## src/rtl/nes_pkg.sv

```systemverilog
// nes_pkg: shared state encoding and button layout for the NES pad poll sequencer
package nes_pkg;
    localparam int NES_BITS = 8;
    localparam int BTN_A    = 0;
    localparam int BTN_B    = 1;
    localparam int BTN_SEL  = 2;
    localparam int BTN_STRT = 3;
    localparam int BTN_UP   = 4;
    localparam int BTN_DN   = 5;
    localparam int BTN_L    = 6;
    localparam int BTN_R    = 7;
    typedef enum logic [2:0] {IDLE, LATCH, SHIFT_LO, SHIFT_HI, DONE} state_t;
endpackage

```

## src/rtl/nes_poll_timer.sv

```systemverilog
// nes_poll_timer: free-running poll period counter and single-entry pending request flag
module nes_poll_timer #(
    parameter int POLL_PERIOD = 833333
) (
    input  logic clk,
    input  logic reset,
    input  logic en,
    input  logic poll_now,
    input  logic clear,
    output logic pending
);
    localparam int TW = $clog2(POLL_PERIOD);
    logic [TW-1:0] tmr;
    logic tc;
    assign tc = tmr == TW'(POLL_PERIOD - 1);
    // New requests win over clear so a request landing on the accept cycle is not lost
    always_ff @(posedge clk or negedge reset)
        if (!reset) begin
            tmr     <= '0;
            pending <= 1'b0;
        end else if (!en) begin
            tmr     <= '0;
            pending <= 1'b0;
        end else begin
            tmr     <= tc ? '0 : tmr + 1'b1;
            pending <= tc || poll_now || (pending && !clear);
        end
endmodule

```

## src/rtl/nes_poll_sequencer.sv

```systemverilog
// nes_poll_sequencer: latches and clocks the NES pad shift register, publishing buttons and edge flags
module nes_poll_sequencer
    import nes_pkg::*;
#(
    parameter int   HALF_CYC        = 150,
    parameter int   LATCH_CYC       = 600,
    parameter int   POLL_PERIOD     = 833333,
    parameter logic DATA_ACTIVE_LOW = 1'b1
) (
    input  logic       clk,
    input  logic       reset,
    input  logic       en,
    input  logic       poll_now,
    input  logic       sdata,
    output logic       srlatch,
    output logic       srclk,
    output logic [7:0] buttons,
    output logic       valid,
    output logic [7:0] pressed,
    output logic [7:0] released,
    output logic       busy
);
    localparam int LW = $clog2(LATCH_CYC);
    localparam int HW = $clog2(HALF_CYC);
    localparam int CW = (LW > HW ? LW : HW) > 0 ? (LW > HW ? LW : HW) : 1;

    state_t              state;
    logic [CW-1:0]       cnt;
    logic [2:0]          idx;
    logic [NES_BITS-1:0] shadow;
    logic                pending, clear, bit_in, latch_end, half_end;

    assign clear     = (state == IDLE) && pending;
    assign bit_in    = DATA_ACTIVE_LOW ? ~sdata : sdata;
    assign latch_end = cnt == CW'(LATCH_CYC - 1);
    assign half_end  = cnt == CW'(HALF_CYC - 1);

    nes_poll_timer #(.POLL_PERIOD(POLL_PERIOD)) u_timer (
        .clk      (clk),
        .reset    (reset),
        .en       (en),
        .poll_now (poll_now),
        .clear    (clear),
        .pending  (pending)
    );

    // Pad outputs are set on the transition edge so they line up with the state register
    always_ff @(posedge clk or negedge reset)
        if (!reset) begin
            state    <= IDLE;
            cnt      <= '0;
            idx      <= '0;
            shadow   <= '0;
            srlatch  <= 1'b0;
            srclk    <= 1'b0;
            buttons  <= '0;
            valid    <= 1'b0;
            pressed  <= '0;
            released <= '0;
            busy     <= 1'b0;
        end else begin
            valid    <= 1'b0;
            pressed  <= '0;
            released <= '0;
            cnt      <= cnt + 1'b1;
            if (!en) begin
                state   <= IDLE;
                cnt     <= '0;
                srlatch <= 1'b0;
                srclk   <= 1'b0;
                busy    <= 1'b0;
            end else begin
                case (state)
                    IDLE: begin
                        cnt <= '0;
                        if (pending) begin
                            state   <= LATCH;
                            srlatch <= 1'b1;
                            busy    <= 1'b1;
                        end
                    end
                    LATCH: if (latch_end) begin
                        state   <= SHIFT_LO;
                        cnt     <= '0;
                        idx     <= '0;
                        srlatch <= 1'b0;
                    end
                    SHIFT_LO: if (half_end) begin
                        shadow[idx] <= bit_in;
                        cnt         <= '0;
                        state       <= idx == 3'd7 ? DONE : SHIFT_HI;
                        srclk       <= idx != 3'd7;
                    end
                    SHIFT_HI: if (half_end) begin
                        state <= SHIFT_LO;
                        cnt   <= '0;
                        idx   <= idx + 3'd1;
                        srclk <= 1'b0;
                    end
                    DONE: begin
                        buttons  <= shadow;
                        pressed  <= shadow & ~buttons;
                        released <= ~shadow & buttons;
                        valid    <= 1'b1;
                        state    <= IDLE;
                        cnt      <= '0;
                        busy     <= 1'b0;
                    end
                    default: state <= IDLE;
                endcase
            end
        end
endmodule
```

## config.mk

```make
export PLATFORM = sky130hd
export DESIGN_NAME = nes_poll_sequencer
export DESIGN_NICKNAME = d
export VERILOG_FILES = /design/src/rtl/nes_pkg.sv /design/src/rtl/nes_poll_timer.sv /design/src/rtl/nes_poll_sequencer.sv
export SDC_FILE = /design/constraint.sdc
export NUM_CORES = 1
export LEC_CHECK = 0
export ABC_AREA = 1
export CAP_MARGIN = 20
export CORE_MARGIN = 2
export CORE_UTILIZATION = 50
export CTS_CLUSTER_SIZE = 14
export DETAILED_ROUTE_END_ITERATION = 10
export MAX_ROUTING_LAYER = met4
export PLACE_DENSITY = 0.71
export SLEW_MARGIN = 10
export SYNTH_ARGS = -nofsm -noshare
export SYNTH_HDL_FRONTEND = slang
export SYNTH_SLANG_ARGS = --single-unit
```

## constraint.sdc

```tcl
create_clock -name clk -period 1.7 [get_ports clk]
set_input_delay 0.34 -clock clk [delete_from_list [all_inputs] [get_ports clk]]
set_output_delay 0.34 -clock clk [all_outputs]
set_load 0.02 [all_outputs]
```

-- After elaboration in Yosys (flattened, before gate mapping)
Cells that the tools add are included.
- bits in registers: 73
- ROM bits: 0
- bits in latches: 0
- output and inout bits: 28
- memories kept: 0
- logic and storage cells: 94
- input bits: 5
- RAM bits: 0
- shift-type cells: 0
- muxes and demuxes: 36
- equal/unequal tests: 18
- divide/modulo/power cells: 0
- $add $sub $neg: 3
- reductions and logical operators: 17
- bitwise operators: 5
- magnitude comparators: 2
- multiply operators: 0
- operator list (cell ; count):
    2-to-1 mux 20 bit ; 2
    2-to-1 mux 8 bit ; 4
    2-to-1 mux 10 bit ; 3
    one-hot mux 10 bit (3 select lines) ; 1
    2-to-1 mux 3 bit ; 8
    adder 20 x 1 -> 20 bit (second input constant) ; 1
    equality test 20 bit (second input constant) ; 1
    AND 8 bit ; 2
    NOT 8 bit ; 2
    != test 3 bit (second input constant) ; 4
    one-hot mux 3 bit (4 select lines) ; 1
    2-to-1 mux 1 bit ; 11
    adder 10 x 1 -> 10 bit (second input constant) ; 1
    equality test 10 bit (second input constant) ; 1
    equality test 10 x 8 -> 1 bit (second input constant) ; 1
    != test 3 x 1 -> 1 bit (second input constant) ; 3
    AND reduction 3 bit ; 3
    bitwise mux 8 bit ; 1
    AND reduction 4 bit ; 2
    equality test 3 x 2 -> 1 bit (second input constant) ; 2
    equality test 3 bit (second input constant) ; 2
    one-hot mux 1 bit (2 select lines) ; 3
    one-hot mux 3 bit (2 select lines) ; 1
    less-than comparator 3 x 4 -> 1 bit (second input constant) ; 1
    14 further kinds ; 20

-- Longest topological paths before layout
- depth in word-level cells: 6
- depth in mapped cells: 11
- depth with buffers taken out: 11

-- Hierarchy
Synthesis repeated with hierarchy kept, for this count alone.
- cell total of the unflattened synthesis: 447
- area, all modules: 3661.0 µm²
- by module, submodules not included (module ; seq. area each (µm²) ; cells each ; area an instance (µm²) ; times used):
    nes_poll_sequencer ; 1301.2 ; 275 ; 2388.5 ; 1
    nes_poll_timer ; 525.5 ; 172 ; 1272.5 ; 1

-- Worst setup path before layout
No wires, ideal clock.
- kind: reg2reg
- start point: reg cnt[1]
- end point: reg shadow[6]
- arrival time: 1.351 ns
- period minus slack after synthesis: 1.468 ns
- data required time: 1.583 ns
- stages on the path, launching flop included: 11
- setup slack: 0.232 ns
- library setup time: 0.117 ns
- path buffers: 1
- cell sequence: dfrtp_1 > inv_1 > ha_1 > inv_1 > nor2_1 > nand3_1 > nor3_4 > buf_6 > nand2_1 > nand2_1 > nand2_1
- cells in the longest elaborated chain, start to end: 2
- ends and longest elaborated chain (item ; line ; source):
    start: declaration ; nes_poll_sequencer.sv:28 ; logic [CW-1:0] cnt;
    start signal: assignment ; nes_poll_sequencer.sv:65 ; cnt <= cnt + 1'b1;
    equality test 10 x 8 -> 1 bit ; nes_poll_sequencer.sv:36 ; assign half_end = cnt == CW'(HALF_CYC - 1);
    AND reduction 3 bit (no source line) ; n/a ;
    end signal: indexed assignment ; nes_poll_sequencer.sv:89 ; shadow[idx] <= bit_in;
    end: declaration ; nes_poll_sequencer.sv:30 ; logic [NES_BITS-1:0] shadow;
Every way passes these cells.
A chain may end at the register's enable or synchronous reset.

-- Worst setup path in the final report
- start point: reg srlatch
- end point: out srlatch
- RTL lines (item ; line ; source):
    start: declaration ; nes_poll_sequencer.sv:15 ; output logic srlatch,
    start signal: assignment ; nes_poll_sequencer.sv:54 ; srlatch <= 1'b0;
    start signal: assignment ; nes_poll_sequencer.sv:69 ; srlatch <= 1'b0;
    start signal: assignment ; nes_poll_sequencer.sv:78 ; srlatch <= 1'b1;
No word-level cell between the ends.

==> flow_summary_export.csv <==
group,metric,value,unit
die,core_area,6830,µm²
final_layout,nFillCells,580,
logic_synthesis,syn-num-nets,449,
clocking,clk_path_buf_depth,2,
worst_setup_path,cp.required,1.36,ns
die,start_util,0.518,
global_route,grt_overflow,0,
logic_synthesis,yosys-top-cells-area,"dfrtp_1, nand2_1, nor2_1",
timing,tightest_slew,0.395,ns
logic_synthesis,synth_warnings,0,
logic_synthesis,synth_top_area_share,0.516,
logic_synthesis,ys_seq_area_frac,0.516,
logic_synthesis,ys_ff_latch,73,
worst_setup_path,crit_path_cell_trace,"clkdlybuf4s50_1",
final_layout,syn_to_final_growth,23.4,%
detailed_routing,vias,2950,
power_and_ir_drop,clkPwrFrac,0.429,
worst_setup_path,critical-path-top-delay-family,"buffers and inverters",
clocking,htree_levels,3,
placed_design,pre_cts_ws,0.0518,ns
logic_synthesis,yosys.area.top_type,"dfrtp_1",
detailed_routing,via_per_inst,5.01,
die,die_w,88.1,µm
logic_synthesis,async_reset_ff_frac,1.00,
clocking,cts_setup_buffers,0,
die,die_h,88.1,µm
logic_synthesis,synth_edf_count,0,
worst_setup_path,cp_slowest_cell,"clkdlybuf4s50_1",
timing,holdWs,-0.0268,ns
timing,finClkSkew,0.00846,ns
detailed_routing,drt_iter0_markers,181,
detailed_routing,drcViolationCount,0,
timing,fin_ws,0.0662,ns
power_and_ir_drop,ir_drop,0.581,mV
worst_setup_path,start_kind,"flip-flop",
global_route,grt_pass1_wl,12300,µm
placed_design,globalplace.congestion,0.924,
detailed_routing,final_antenna_net_count,0,
worst_setup_path,critPathArrivalTime,1.29,ns
power_and_ir_drop,p_sw,0.00107,W
die,placementRows,30,
die,io-pin-count,33,
die,die-area,7770,µm²
min_path,hold_path_class,"input pin to asynchronous set/reset pin",
worst_setup_path,critical_path_class,"flip-flop to primary output",
timing,timing.fmax,0.612,GHz
global_route,antenna_found_initial,0,
power_and_ir_drop,swShare,0.257,
status,violations,"negative hold slack",
power_and_ir_drop,comb_power_share,0.129,
timing,finalHoldViolCount,13,
final_layout,seq_area,1830,µm²
timing,report.final.slew_viol_count,0,
clocking,numCtsBuffers,9,
clocking,cts_num_sinks,73,
final_layout,nets,499,
worst_setup_path,path_max_fanout,2,
clocking,cts_tree,"done",
power_and_ir_drop,seqPwrFrac,0.442,
placed_design,dp_hpwl,5090,µm
status,status,"finished, violations left",
logic_synthesis,syn_inst,438,
final_layout,drive_above_1_share,0.105,
global_route,grt_max_degree,74,
detailed_routing,routed_wl,7210,µm
timing,tns,0,ns
logic_synthesis,synth.cell_area,3540,µm²
final_layout,diodes,0,
detailed_routing,drtPass1Iterations,5,
placed_design,io_buffer_count,32,
final_layout,multi_input_area,1490,µm²
worst_setup_path,critPathBufInv,1,
logic_synthesis,yosysUniqueCellTypes,27,
logic_synthesis,synthFlopType,"dfrtp_1",
clocking,clk_latency,0.35,ns
power_and_ir_drop,p_leak,2.02,nW
logic_synthesis,synth.avg_cell_area,8.08,µm²
timing,relSlewSlack,0.737,
clocking,cts_root_buf,"clkbuf_8",
timing,rsz0062_at_grt,"yes",
timing,finalSetupViolations,0,
timing,period_share,0.961,
power_and_ir_drop,p_int,0.00311,W
worst_setup_path,cpPeakStageDelay,0.61,ns
detailed_routing,wire_per_inst,12.2,µm
global_route,grt_usage,0.211,
timing,min_period,1.63,ns
job,maxCapViolCount,0,
worst_setup_path,endpoint_kind,"primary output",
clocking,clk_pin_slew_worst_paths,0.08,ns
clocking,cts_hold_buffers,0,
power_and_ir_drop,p_per_area,957,nW/µm²
global_route,grt_pass1_vias,2716,
-- final cells by class --
class | instances | share of cell area
clock buffer | 9 | 0.0284
clock inverter | 7 | 0.0324
inverter | 54 | 0.0464
multi-input combinational | 306 | 0.341
sequential | 73 | 0.418
tap | 96 | 0.0275
timing repair buffer | 44 | 0.106
-- power by group through the flow --
| stage | logic [W] | registers (W) | clock network, W |
|---|---|---|---|
| floorplan | 0.000323 | 0.00189 | 0 |
| detailed placement | 0.000537 | 0.00188 | 0 |
| global placement | 0.000528 | 0.00188 | 0 |
| global route | 0.000606 | 0.00185 | 0.00191 |
| finish | 0.000538 | 0.00185 | 0.00179 |
| CTS | 0.000539 | 0.00185 | 0.00182 |
-- per-stage QoR --
stage	std cells	hold WS (ns)	area, µm²	util	power, W
floorplan	438	0.0444	3540	-	0.00221
global placement	573	0.381	4070	0.596	0.00241
detailed placement	573	0.385	4070	0.596	0.00242
CTS	589	0.00567	4330	0.634	0.00421
global route	589	0.00792	4370	0.639	0.00437
finish	589	-0.0268	4370	0.639	0.00418
-- metal layers --
| layer | share of wire | vias up | track usage |
|---|---|---|---|
| li1 | - | 1490 | - |
| met1 | 0.46 | 1377 | 0.274 |
| met2 | 0.48 | 73 | 0.322 |
| met3 | 0.053 | 10 | 0.0726 |
| met4 | 0.0097 | 0 | 0.0496 |
| met5 | 0 | - | - |
-- cell usage in the layout (no fill, tap or decap), drive strengths merged --
cell	synthesis	routed
o21ai	23	23
xnor2	5	5
a21oi	6	6
clkinv	0	1
nand4	4	4
clkdlybuf4s50	0	21
inv	54	55
bufinv	0	4
o211ai	2	2
buf	3	13
dlygate4sd2	0	2
o21bai	1	1
nand3b	1	1
xor2	8	8
nand2	101	101
ha	6	6
a31oi	1	1
clkinvlp	0	1
clkbuf	2	9
dfrtp	73	73
nor2	82	82
nand3	36	36
dlymetal6s2s	0	8
nor3	30	30
-- cells by family (layout without fill, tap and decap cells) --
kind of cell	Yosys count	in the layout	synth area share
buf+inv	59	114	0.0672
compound gates	33	33	0.0516
fa+ha+maj	6	6	0.0212
xor+xnor	13	13	0.0322
simple gates	254	254	0.312
flops	73	73	0.516
-- flip-flops by register name, summed over array words and instances (netlist names) --
name	cells
u_timer.tmr	20
cnt	10
buttons	8
pressed	8
released	8
shadow	8
idx	3
state	3
busy	1
srclk	1
srlatch	1
u_timer.pending	1
valid	1
-- timing repair --
item | 4_1_cts | 5_1_grt
cloned | 0 | 0
resized for setup | 2 | 12
pin swaps | 0 | 0
setup endpoints to repair | 2 | 13
-- cells in the mapped netlist (all sizes together), types with 2 or more instances --
library cell / count
nor2: 82
dfrtp: 73
nand3: 36
xnor2: 5
o211ai: 2
ha: 6
o21ai: 23
a21oi: 6
clkbuf: 2
nand2: 101
inv: 54
xor2: 8
nor3: 30
nand4: 4
buf: 3
-- path summary, 6_finish.rpt --
kind | startpoint | slack, ns | cells after the start | endpoint
max in group asynchronous | reset | 1.39 | 2 | cnt[2]
max | srlatch | 0.07 | 1 | srlatch
min in group clk | buttons[2] | 0.45 | 1 | pressed[2]
min | reset | -0.03 | 2 | u_timer.tmr[9]
min reg2reg | buttons[2] | 0.45 | 1 | pressed[2]
max reg2reg | cnt[1] | 0.14 | 9 | cnt[7]
No activity file was read; power rests on OpenSTA's default activity.
